===== config.mk =====
export PLATFORM = sky130hd
export DESIGN_NAME = sm_top
export DESIGN_NICKNAME = d
export VERILOG_FILES = /design/src/rtl/sm_pkg.sv /design/src/rtl/sm_clk_divider.sv /design/src/rtl/sm_top.sv
export SDC_FILE = /design/constraint.sdc
export NUM_CORES = 1
export LEC_CHECK = 0
export BUFFER_PORTS_ARGS = -buffer_cell sky130_fd_sc_hd__buf_4
export CORE_ASPECT_RATIO = 0.9
export CORE_MARGIN = 4
export CORE_UTILIZATION = 55
export DETAILED_ROUTE_END_ITERATION = 12
export PLACE_DENSITY = 0.82
export SLEW_MARGIN = 10
export SYNTH_ARGS = -nofsm -noshare
export SYNTH_HDL_FRONTEND = slang
export SYNTH_HIERARCHICAL = 1
export SYNTH_SLANG_ARGS = --single-unit

===== constraint.sdc =====
create_clock -name clkIn -period 5.3 [get_ports clkIn]
set_input_delay 0.265 -clock clkIn [delete_from_list [all_inputs] [get_ports clkIn]]
set_output_delay 0.265 -clock clkIn [all_outputs]
set_load 0.005 [all_outputs]

===== src/rtl/sm_pkg.sv =====
// rtl/sm_pkg.sv - opcodes, ALU operations and instruction layout for the sm CPU
package sm_pkg;

    localparam logic [5:0] OP_RTYPE = 6'h00;
    localparam logic [5:0] OP_BEQ   = 6'h04;
    localparam logic [5:0] OP_BNE   = 6'h05;
    localparam logic [5:0] OP_ADDIU = 6'h09;
    localparam logic [5:0] OP_LUI   = 6'h0F;

    localparam logic [5:0] FN_SRL   = 6'h02;
    localparam logic [5:0] FN_ADDU  = 6'h21;
    localparam logic [5:0] FN_SUBU  = 6'h23;
    localparam logic [5:0] FN_OR    = 6'h25;
    localparam logic [5:0] FN_SLTU  = 6'h2B;

    typedef enum logic [2:0] {
        ALU_ADD,
        ALU_OR,
        ALU_SRL,
        ALU_SLTU,
        ALU_SUB,
        ALU_LUI
    } alu_op_e;

    // R-type view; I-type immediate is the low 16 bits {rd, shamt, funct}
    typedef struct packed {
        logic [5:0] op;
        logic [4:0] rs;
        logic [4:0] rt;
        logic [4:0] rd;
        logic [4:0] shamt;
        logic [5:0] funct;
    } instr_t;

    function automatic logic [15:0] imm16(input instr_t i);
        return {i.rd, i.shamt, i.funct};
    endfunction

    function automatic logic [31:0] sext16(input logic [15:0] v);
        return {{16{v[15]}}, v};
    endfunction

endpackage


===== src/rtl/sm_clk_divider.sv =====
// rtl/sm_clk_divider.sv - power-of-two core clock divider with enable and bypass
module sm_clk_divider #(
    parameter int SHIFT  = 16,
    parameter bit bypass = 1'b0
) (
    input  logic       clk_i,
    input  logic       rst_i,
    input  logic [3:0] devide_i,
    input  logic       enable_i,
    output logic       clk_o
);

    logic [31:0] cntr_q;
    logic [31:0] cntr_d;
    logic [4:0]  sel;

    assign cntr_d = cntr_q + 32'd1;

    // free-running counter; its selected bit is the divided clock
    always_ff @(posedge clk_i or posedge rst_i) begin
        if (rst_i) begin
            cntr_q <= '0;
        end else begin
            cntr_q <= cntr_d;
        end
    end

    assign sel   = 5'(SHIFT) + {1'b0, devide_i};
    assign clk_o = bypass ? clk_i : (enable_i & cntr_q[sel]);

endmodule


===== src/rtl/sm_top.sv =====
// rtl/sm_top.sv - single-cycle MIPS-subset core with ROM, regfile, ALU and clock divider
module sm_top
    import sm_pkg::*;
#(
    parameter int    ROM_DEPTH = 64,
    parameter string ROM_FILE  = "program.hex",
    parameter int    SHIFT     = 16,
    parameter bit    BYPASS    = 1'b0
) (
    input  logic        clkIn,
    input  logic        rst_p,
    input  logic [3:0]  clkDevide,
    input  logic        clkEnable,
    output logic        clk,
    input  logic [4:0]  regAddr,
    output logic [31:0] regData
);

    localparam int ROM_AW = $clog2(ROM_DEPTH);
    localparam int PC_W   = ROM_AW + 2;

    sm_clk_divider #(
        .SHIFT  (SHIFT),
        .bypass (BYPASS)
    ) sm_clk_divider (
        .clk_i    (clkIn),
        .rst_i    (rst_p),
        .devide_i (clkDevide),
        .enable_i (clkEnable),
        .clk_o    (clk)
    );

    logic [31:0]     rom [ROM_DEPTH];
    logic [31:0]     rf_q [32];
    logic [PC_W-1:0] pc_q;
    logic [PC_W-1:0] pc_d;

    instr_t      instr;
    logic [15:0] imm;
    logic [31:0] rs_val;
    logic [31:0] rt_val;
    logic [31:0] alu_b;
    logic [31:0] alu_y;
    alu_op_e     alu_op;
    logic        use_imm;
    logic        reg_we;
    logic [4:0]  wr_addr;
    logic        is_beq;
    logic        is_bne;
    logic        taken;

    // PC width equals the ROM byte span, so PC arithmetic wraps with the ROM
    assign instr  = instr_t'(rom[pc_q[PC_W-1:2]]);
    assign imm    = imm16(instr);
    assign rs_val = (instr.rs == 5'd0) ? 32'd0 : rf_q[instr.rs];
    assign rt_val = (instr.rt == 5'd0) ? 32'd0 : rf_q[instr.rt];

    // decode: unsupported encodings fall through as nops (no write, no branch)
    always_comb begin
        alu_op  = ALU_ADD;
        use_imm = 1'b0;
        reg_we  = 1'b0;
        wr_addr = instr.rd;
        is_beq  = 1'b0;
        is_bne  = 1'b0;
        case (instr.op)
            OP_RTYPE: begin
                reg_we = 1'b1;
                case (instr.funct)
                    FN_ADDU: alu_op = ALU_ADD;
                    FN_OR:   alu_op = ALU_OR;
                    FN_SRL:  alu_op = ALU_SRL;
                    FN_SLTU: alu_op = ALU_SLTU;
                    FN_SUBU: alu_op = ALU_SUB;
                    default: reg_we = 1'b0;
                endcase
            end
            OP_ADDIU: begin
                use_imm = 1'b1;
                reg_we  = 1'b1;
                wr_addr = instr.rt;
            end
            OP_LUI: begin
                alu_op  = ALU_LUI;
                reg_we  = 1'b1;
                wr_addr = instr.rt;
            end
            OP_BEQ:  is_beq = 1'b1;
            OP_BNE:  is_bne = 1'b1;
            default: ;
        endcase
    end

    assign alu_b = use_imm ? sext16(imm) : rt_val;

    // ALU: 32-bit wrapping arithmetic, srl shifts rt by shamt
    always_comb begin
        alu_y = 32'd0;
        case (alu_op)
            ALU_ADD:  alu_y = rs_val + alu_b;
            ALU_OR:   alu_y = rs_val | alu_b;
            ALU_SRL:  alu_y = rt_val >> instr.shamt;
            ALU_SLTU: alu_y = {31'd0, (rs_val < alu_b)};
            ALU_SUB:  alu_y = rs_val - alu_b;
            ALU_LUI:  alu_y = {imm, 16'd0};
            default:  alu_y = 32'd0;
        endcase
    end

    assign taken = (is_beq & (rs_val == rt_val)) | (is_bne & (rs_val != rt_val));
    assign pc_d  = pc_q + PC_W'(4) + (taken ? PC_W'({imm, 2'b00}) : '0);

    // program counter, returned to 0 as soon as reset rises
    always_ff @(posedge clk or posedge rst_p) begin
        if (rst_p) begin
            pc_q <= '0;
        end else begin
            pc_q <= pc_d;
        end
    end

    // register file write port; $0 is never stored and contents survive reset
    always_ff @(posedge clk) begin
        if (reg_we && (wr_addr != 5'd0)) begin
            rf_q[wr_addr] <= alu_y;
        end
    end

    assign regData = (regAddr == 5'd0) ? 32'd0 : rf_q[regAddr];

endmodule


* Yosys cells after proc, flatten, opt, wreduce, memory -nomap -nowiden
Memory sizes are Yosys's and may differ from the RTL's.
Index checks and enable logic that the tools add are counted.
** Operators by class
- Add/subtract/negate cells :: 4
- Order comparisons :: 2
- Equality and inequality tests :: 12
- Shifts and indexed selects :: 1
- Multiplexer cells :: 15
- Bitwise operators :: 2
- Reductions and logical operators :: 9
** Operators with widths (number)
- $pmux W32 S6 :: 1
- $mux W32 :: 4
- $add A32 B1 Y32 const B :: 1
- $add A32 B32 Y32 :: 1
- $lt A32 B32 Y1 :: 1
- $or A32 B32 Y32 :: 1
- $shr A32 B5 Y32 const B :: 1
- $sub A32 B32 Y32 :: 1
- $eq A6 B6 Y1 const AB :: 4
- $eq A6 B4 Y1 const AB :: 2
- $pmux W3 S4 :: 1
- $logic_not A5 Y1 const A :: 2
- $eq A3 B2 Y1 const B :: 2
- $eq A3 B3 Y1 const B :: 2
- $eq A6 B2 Y1 const AB :: 1
- $logic_not A6 Y1 const A :: 1
- $lt A5 B6 Y1 const B :: 1
- $pmux W3 S2 :: 1
- $add A5 B4 Y5 const A :: 1
- $bmux W1 S5 :: 1
- $logic_not A5 Y1 :: 1
- $mux W1 :: 5
- $mux W5 :: 1
- $reduce_bool A5 Y1 :: 1
- 7 further kinds :: 7
** Word-level totals
- Register bits :: 32
- RAM bits :: 1024
- Bits of input ports :: 12
- Output and inout port bits :: 33
- Logic and storage cells :: 47
- Memories :: 1
** Memory list
- rf_q :: words 32, width 32, rd ports 2, clocked after Yosys merged registers in 0, wr ports 1, RTL line sm_top.sv:34 : logic [31:0] rf_q [32];

* Depth between registers and ports, before layout
Gate-level depths: netlist of the first run.
- Depth in word-level cells :: 7
- Mapped depth :: 5
- Gate-level depth less buffers :: 5

* Modules after synthesis
The synthesis of the first run kept the hierarchy.
** By module, submodules not included
- sm_clk_divider :: instances 1, cells an instance 134, area each 1542.7 um^2, sequential area each 800.8 um^2
- sm_top :: instances 1, cells an instance 33, area each 244.0 um^2, sequential area each 0.0 um^2

==> summary.txt, run 1 <==
======================================================================================================
Full die area ...........................................................................  0.00423 mm2
Type of element capturing the critical path .............................................   output pin
Final slew viol count ...................................................................            0
Slew @ Worst Pin ........................................................................       649 ps
Distinct cell type count of the synthesized netlist .....................................           20
Compound-gate portion of the synthesized area ...........................................           0%
Mapped Avg Cell Area ....................................................................     10.7 um2
Mux cell area share after synthesis .....................................................        6.30%
Lkg Pwr .................................................................................     0.896 nW
Routed via count ........................................................................         1104
Core Util, Final ........................................................................        58.9%
Top flop regs ........................................................................... sm_clk_divider/cntr_q: 32 flops
Final critical-path share of the clock period ...........................................        43.3%
Filler cell count in the final layout ...................................................          270
Maximum number of pins on one net before global-route repair ............................           33
Length in cells of the worst reg-to-reg path ............................................            4
Maximum level of the CTS H-tree .........................................................            2
Number of nets in the layout ............................................................          192
Count of input and output buffers .......................................................            7
Register bank with the most flops ....................................................... sm_clk_divider/cntr_q
Worst clock skew ........................................................................      4.20 ps
Register area share after synthesis .....................................................        44.8%
Fraction of layout instances using a drive strength above 1 .............................        12.2%
Maximum clock frequency .................................................................    0.435 GHz
Share of the synthesized area in the top cell type ......................................        44.8%
Post-synthesis adder-cell area fraction .................................................       0.700%
Area overhead of the layout relative to synthesis .......................................        1.96%
Warnings from Yosys .....................................................................            6
Xor and xnor fraction of the mapped netlist area ........................................        14.7%
Largest area contributor in the synthesized netlist .....................................      dfrtp_1
Relative slew margins ...................................................................        56.7%
Data arrival, critical path .............................................................      2030 ps
Antenna fix cells .......................................................................            0
Total I/O pin count .....................................................................           45
Slack of the worst reg-to-reg path ......................................................      3180 ps
Total setup buffers inserted after CTS ..................................................            0
Max FFs per register ....................................................................           32
Result of the run ....................................................................... finished, final reports clean
Post-cts sizing count ...................................................................            0
Sum Neg Setup Slack .....................................................................         0 ps
Chip Height .............................................................................      62.1 um
Routed Wire Length ......................................................................      2840 um
Number of standard-cell rows in the floorplan ...........................................           19
Post-layout min period ..................................................................      2300 ps
HPWL Detailed ...........................................................................      2100 um
Final ANT Viol Nets .....................................................................            0
Pre-CTS worst setup slack ...............................................................      3190 ps
Final hold viol count ...................................................................            0
Initial Utilization .....................................................................        57.8%
Count of placed standard cells including taps ...........................................          214
Initial DRC Count .......................................................................           68
Total core area .........................................................................  0.00309 mm2
Worst Setup Slack, final ................................................................      3000 ps
Wire length of the first global-routing pass ............................................      4740 um
Hold buffer count at cts ................................................................            0
Number of CTS-inserted buffers ..........................................................            5
Min-delay worst type .................................................................... input pin to asynchronous set/reset pin
Vias in the first global route ..........................................................         1102
Crit path launch type ...................................................................         flop
Setup repair after global routing missed its margin .....................................        false
Number of maximum-capacitance violations ................................................            0
Later-pin clock latency in the skew report ..............................................       330 ps
Worst path required time ................................................................      5040 ps
Share of synthesized cell area in and, or, nand and nor gates ...........................        17.6%
RD Place Congestion .....................................................................        0.751
Congestion Overflow GR ..................................................................            0
DIE WIDTH ...............................................................................      68.1 um
Summed instance area of the synthesized netlist .........................................  0.00179 mm2
Number of optimization iterations in the first detailed-route pass ......................            4
Final routed DRC violation total ........................................................            0
GR Util All Layers ......................................................................        15.4%
Dominant combinational cell family by area after synthesis .............................. simple AND/OR/NAND/NOR gates
Synthesis-stage register bit count ......................................................           32
Cell types with the largest area share after synthesis .................................. dfrtp_1 45%, buf_4 13%, xor2_1 9.3%
Count of placed standard cells in the final layout, fillers left out ....................          222
Maximum root-to-sink buffer count .......................................................            2
Final setup vio count ...................................................................            0
Root Buffer Master ......................................................................     clkbuf_4
Power Density ...........................................................................   222 mW/mm2
Final routed wire length divided by cell count ..........................................      12.8 um
Type of the worst setup path ............................................................ flop to output pin
Via-to-Cell Ratio .......................................................................         4.97
Number of antenna violations at the first check in global routing .......................            0
# clock sinks ...........................................................................           32
Peak supply drop ........................................................................     0.171 mV
CP Max Fanout ...........................................................................            6
Clock transition at the register clock pins on the worst setup and hold paths after CTS .        90 ps
TritonCTS clock tree ....................................................................        built
Synthesized instance count ..............................................................          167
======================================================================================================
## critical path: stages (launching register included)
cell and delay, ps:
dfrtp_1 460, mux4_2 500, mux4_2 450, and2_1 160, buf_4 130
## area by class of cell
type	count	area [um2]	share of cell area [%]
multi-input combinational	124	823	45.2
timing repair buffer	7	52.6	2.88
inverter	9	33.8	1.85
sequential	32	801	44.0
clock buffer	8	58.8	3.23
tap	42	52.6	2.88
## metal layers
layer | share of wire (%) | GRT usage, % | vias to the layer above
li1 | - | - | 527
met1 | 42 | 18.5 | 534
met2 | 50 | 25.1 | 36
met3 | 6.2 | 4.50 | 7
met4 | 2.2 | 8.50 | 0
met5 | 0 | 0 | -
## cell usage after synthesis
library cell / n
buf_4: 32
and3_1: 2
nor4_1: 1
mux4_2: 5
nor2_1: 9
buf_2: 1
and2_1: 1
nand3_1: 11
and4_1: 5
dfrtp_1: 32
or4b_1: 1
nand4_1: 5
nand2_1: 9
inv_1: 9
conb_1: 1
nor3_1: 9
xnor2_1: 11
xor2_1: 19
nor4_2: 3
ha_1: 1
## worst paths after layout
path / start / end
setup reg to reg: sm_clk_divider/cntr_q[5] / sm_clk_divider/cntr_q[23]
setup / recovery: sm_clk_divider/cntr_q[19] / clk
hold / removal: rst_p / sm_clk_divider/cntr_q[22]
min in group clkIn: sm_clk_divider/cntr_q[0] / sm_clk_divider/cntr_q[0]
max in group asynchronous: rst_p / sm_clk_divider/cntr_q[12]
hold reg to reg: sm_clk_divider/cntr_q[0] / sm_clk_divider/cntr_q[0]
## cells in the final DEF, fill, tap and decap left out
cell type	count
nor2_1	9
inv_2	1
conb_1	32
xnor2_1	11
clkbuf_1	2
buf_4	7
and2_1	1
nor4_2	3
nor4_1	1
dfrtp_1	32
ha_1	1
clkbuf_4	5
nor3_1	9
clkbuf_8	1
nand4_1	5
inv_1	8
mux4_2	5
or4b_1	1
nand2_1	9
and4_1	5
nand3_1	11
xor2_1	19
and3_1	2
## report_power, final
group | switching [mW] | internal (mW) | total (mW)
Sequential | 0 | 0.244 | 0.244
Combinational | 0.0119 | 0.00426 | 0.0162
Clock | 0.0780 | 0.0654 | 0.143
## logic make-up (layout without fill, tap and decap cells)
family | Yosys count | after routing
other | 1 | 32
multiplexers | 5 | 5
adder cells (fa/ha/maj) | 1 | 1
flip-flops | 32 | 32
XOR/XNOR | 30 | 30
AND/OR/NAND/NOR | 56 | 56
buffers and inverters | 42 | 24
## stage by stage
step	instance area, um2	power (mW)	hold slack, ps
floorplan	1900	0.276	381
global placement	1760	0.264	452
detailed placement	1760	0.265	469
CTS	1820	0.407	271
global route	1820	0.422	65.9
finish	1820	0.404	17.8
Power figures use the tool's default switching activity.
==> run 2: changes to the inputs <==
--- a/config.mk
+++ b/config.mk
@@ -8,9 +8,9 @@
 export BUFFER_PORTS_ARGS = -buffer_cell sky130_fd_sc_hd__buf_4
 export CORE_ASPECT_RATIO = 0.9
 export CORE_MARGIN = 4
-export CORE_UTILIZATION = 55
+export CORE_UTILIZATION = 47
 export DETAILED_ROUTE_END_ITERATION = 12
-export PLACE_DENSITY = 0.82
+export PLACE_DENSITY = 0.75
 export SLEW_MARGIN = 10
 export SYNTH_ARGS = -nofsm -noshare
 export SYNTH_HDL_FRONTEND = slang
==> constraint.sdc (replaced) <==
create_clock -name clkIn -period 2.11 [get_ports clkIn]
set_input_delay 0.1055 -clock clkIn [delete_from_list [all_inputs] [get_ports clkIn]]
set_output_delay 0.1055 -clock clkIn [all_outputs]
set_load 0.005 [all_outputs]
==> run 2 against run 1 <==
Net effect:
- register-to-register slack got worse by 3000 ps
- largest cell class unchanged
- first-iteration DRC count up 7.4%
- sequential cell count unchanged
- sequential share of layout area shrank 1.2 points
- critical path type unchanged
- highest routed layer unchanged
==> summary.txt, run 2 (synthesized netlist as in run 1, its figures left out) <==
======================================================================================================
Chip Height .............................................................................      66.5 um
Peak supply drop ........................................................................     0.467 mV
Data arrival, critical path .............................................................      1940 ps
Count of input and output buffers .......................................................            7
CP Max Fanout ...........................................................................            6
Type of element capturing the critical path .............................................   output pin
Share of total power in sequential cells ................................................        56.2%
Pre-CTS worst setup slack ...............................................................       221 ps
Final slew viol count ...................................................................            0
Internal power component ................................................................     0.850 mW
Setup repair after global routing missed its margin .....................................        false
Crit path launch type ...................................................................         flop
Final hold viol count ...................................................................            0
Post-route cell area ....................................................................  0.00188 mm2
Fraction of layout instances using a drive strength above 1 .............................        13.7%
Power dissipated by switching net loads .................................................     0.241 mW
Number of maximum-capacitance violations ................................................            0
Power Density ...........................................................................   582 mW/mm2
Later-pin clock latency in the skew report ..............................................       280 ps
Final ANT Viol Nets .....................................................................            0
DIE WIDTH ...............................................................................      73.0 um
Type of the worst setup path ............................................................ flop to output pin
Worst setup path start .................................................................. sm_clk_divider/cntr_q[26]
Routed Wire Length ......................................................................      2840 um
Number of standard-cell rows in the floorplan ...........................................           20
Commonest cells after routing, fill and taps aside ...................................... 32 x conb_1, 31 x dfrtp_1, 19 x xor2_1, 11 x nand3_1, 11 x xnor2_1
Combinational power share ...............................................................         4.0%
Final critical-path share of the clock period ...........................................        96.9%
Maximum number of pins on one net before global-route repair ............................           33
Initial DRC Count .......................................................................           73
Post-layout min period ..................................................................      2040 ps
Placed Area .............................................................................  0.00178 mm2
Root Buffer Master ......................................................................     clkbuf_8
Full die area ...........................................................................  0.00485 mm2
Min-delay worst type .................................................................... input pin to asynchronous set/reset pin
Count of placed standard cells including taps ...........................................          218
Max FFs per register ....................................................................           32
HPWL Detailed ...........................................................................      1960 um
Vias in the first global route ..........................................................         1014
Count of placed standard cells in the final layout, fillers left out ....................          227
Maximum root-to-sink buffer count .......................................................            2
Result of the run ....................................................................... finished, final reports clean
Maximum clock frequency .................................................................    0.489 GHz
Maximum level of the CTS H-tree .........................................................            2
Total core area .........................................................................  0.00350 mm2
Wire length of the first global-routing pass ............................................      4640 um
Relative contribution of the clock network to total power ...............................        39.8%
Total I/O pin count .....................................................................           45
Number of antenna violations at the first check in global routing .......................            0
RD Place Congestion .....................................................................        0.737
Final routed wire length divided by cell count ..........................................      12.5 um
Hold_ws .................................................................................       464 ps
Congestion Overflow GR ..................................................................            0
Sum Neg Setup Slack .....................................................................         0 ps
Worst Setup Slack, final ................................................................      66.1 ps
Number of nets in the layout ............................................................          196
Area overhead of the layout relative to synthesis .......................................        5.04%
Lkg Pwr .................................................................................     0.922 nW
Number of optimization iterations in the first detailed-route pass ......................            3
Startpoint of the most critical register-to-register path ............................... sm_clk_divider/cntr_q[5]
Routed via count ........................................................................         1067
Register bank with the most flops ....................................................... sm_clk_divider/cntr_q
TritonCTS clock tree ....................................................................        built
# clock sinks ...........................................................................           32
Switching share of power ................................................................        22.1%
Final routed DRC violation total ........................................................            0
Worst path required time ................................................................      2000 ps
Top flop regs ........................................................................... sm_clk_divider/cntr_q: 32 flops
Number of CTS-inserted buffers ..........................................................            5
Via-to-Cell Ratio .......................................................................         4.70
Most common cell after layout, fill and taps aside ......................................       conb_1
GR Util All Layers ......................................................................        12.7%
Clock transition at the register clock pins on the worst setup and hold paths after CTS .        60 ps
Antenna fix cells .......................................................................            0
Worst clock skew ........................................................................      5.22 ps
Initial Utilization .....................................................................        51.0%
Final setup vio count ...................................................................            0
======================================================================================================
-- run 2: cell types whose count changed in the layout (fill, tap and decap cells not counted), sizes merged --
cell	change
buf	+3
clkbuf	-2
clkinv	+1
dlygate4sd3	+1
-- run 2: final cells by class --
type	count	area, um2
Sequential cell	32	802
Fill cell	311	1630
Multi-Input combinational cell	124	823
Clock buffer	6	72.6
Tap cell	44	55.1
Timing Repair Buffer	11	85.1
Inverter	9	33.8
Clock inverter	1	5.00
-- run 2: layer usage --
layer | track usage, % | routed length [um] | up-vias
li1 | - | - | 533
met1 | 16.5 | 1310 | 501
met2 | 18.8 | 1280 | 26
met3 | 4.22 | 190 | 7
met4 | 6.22 | 55 | 0
met5 | 0 | 0 | -
-- run 2: worst max-delay path, stage by stage, from the launching register on --
cell and delay, ps:
dfrtp_1 440, mux4_2 480, mux4_2 440, and2_1 160, buf_4 130
-- run 2: path summary, 6_finish.rpt --
kind                                             end  slack (ps)  cells after the start
setup / recovery                                 clk          70                      4
hold / removal             sm_clk_divider/cntr_q[31]         460                      4
setup reg to reg           sm_clk_divider/cntr_q[23]         200                      5
hold reg to reg             sm_clk_divider/cntr_q[8]         470                      1
max in group asynchronous  sm_clk_divider/cntr_q[19]        1330                      4
min in group clkIn          sm_clk_divider/cntr_q[8]         470                      1
-- run 2: power groups by stage --
stage	combinational, mW	clock, mW	sequential, mW
after floorplan	0.0682	0	0.625
after CTS	0.0437	0.454	0.613
final	0.0439	0.434	0.614
after global routing	0.0515	0.480	0.613
after global placement	0.0415	0	0.625
after detailed placement	0.0424	0	0.625
-- run 2: repair_timing --
| item | CTS | global route |
|---|---|---|
| buffers inserted | 0 | 1 |
| gates resized for setup | 0 | 1 |
| endpoints found under the hold margin | 32 | 0 |
| setup endpoints to repair | 0 | 1 |
| hold buffers | 1 | 0 |
-- run 2: metrics by stage --
| step | utilization, % | total power, mW |
|---|---|---|
| final | 53.6 | 1.09 |
| after global routing | 53.6 | 1.14 |
| after CTS | 53.3 | 1.11 |
| after detailed placement | 50.8 | 0.667 |
| after global placement | 50.8 | 0.666 |
| after floorplan | - | 0.693 |
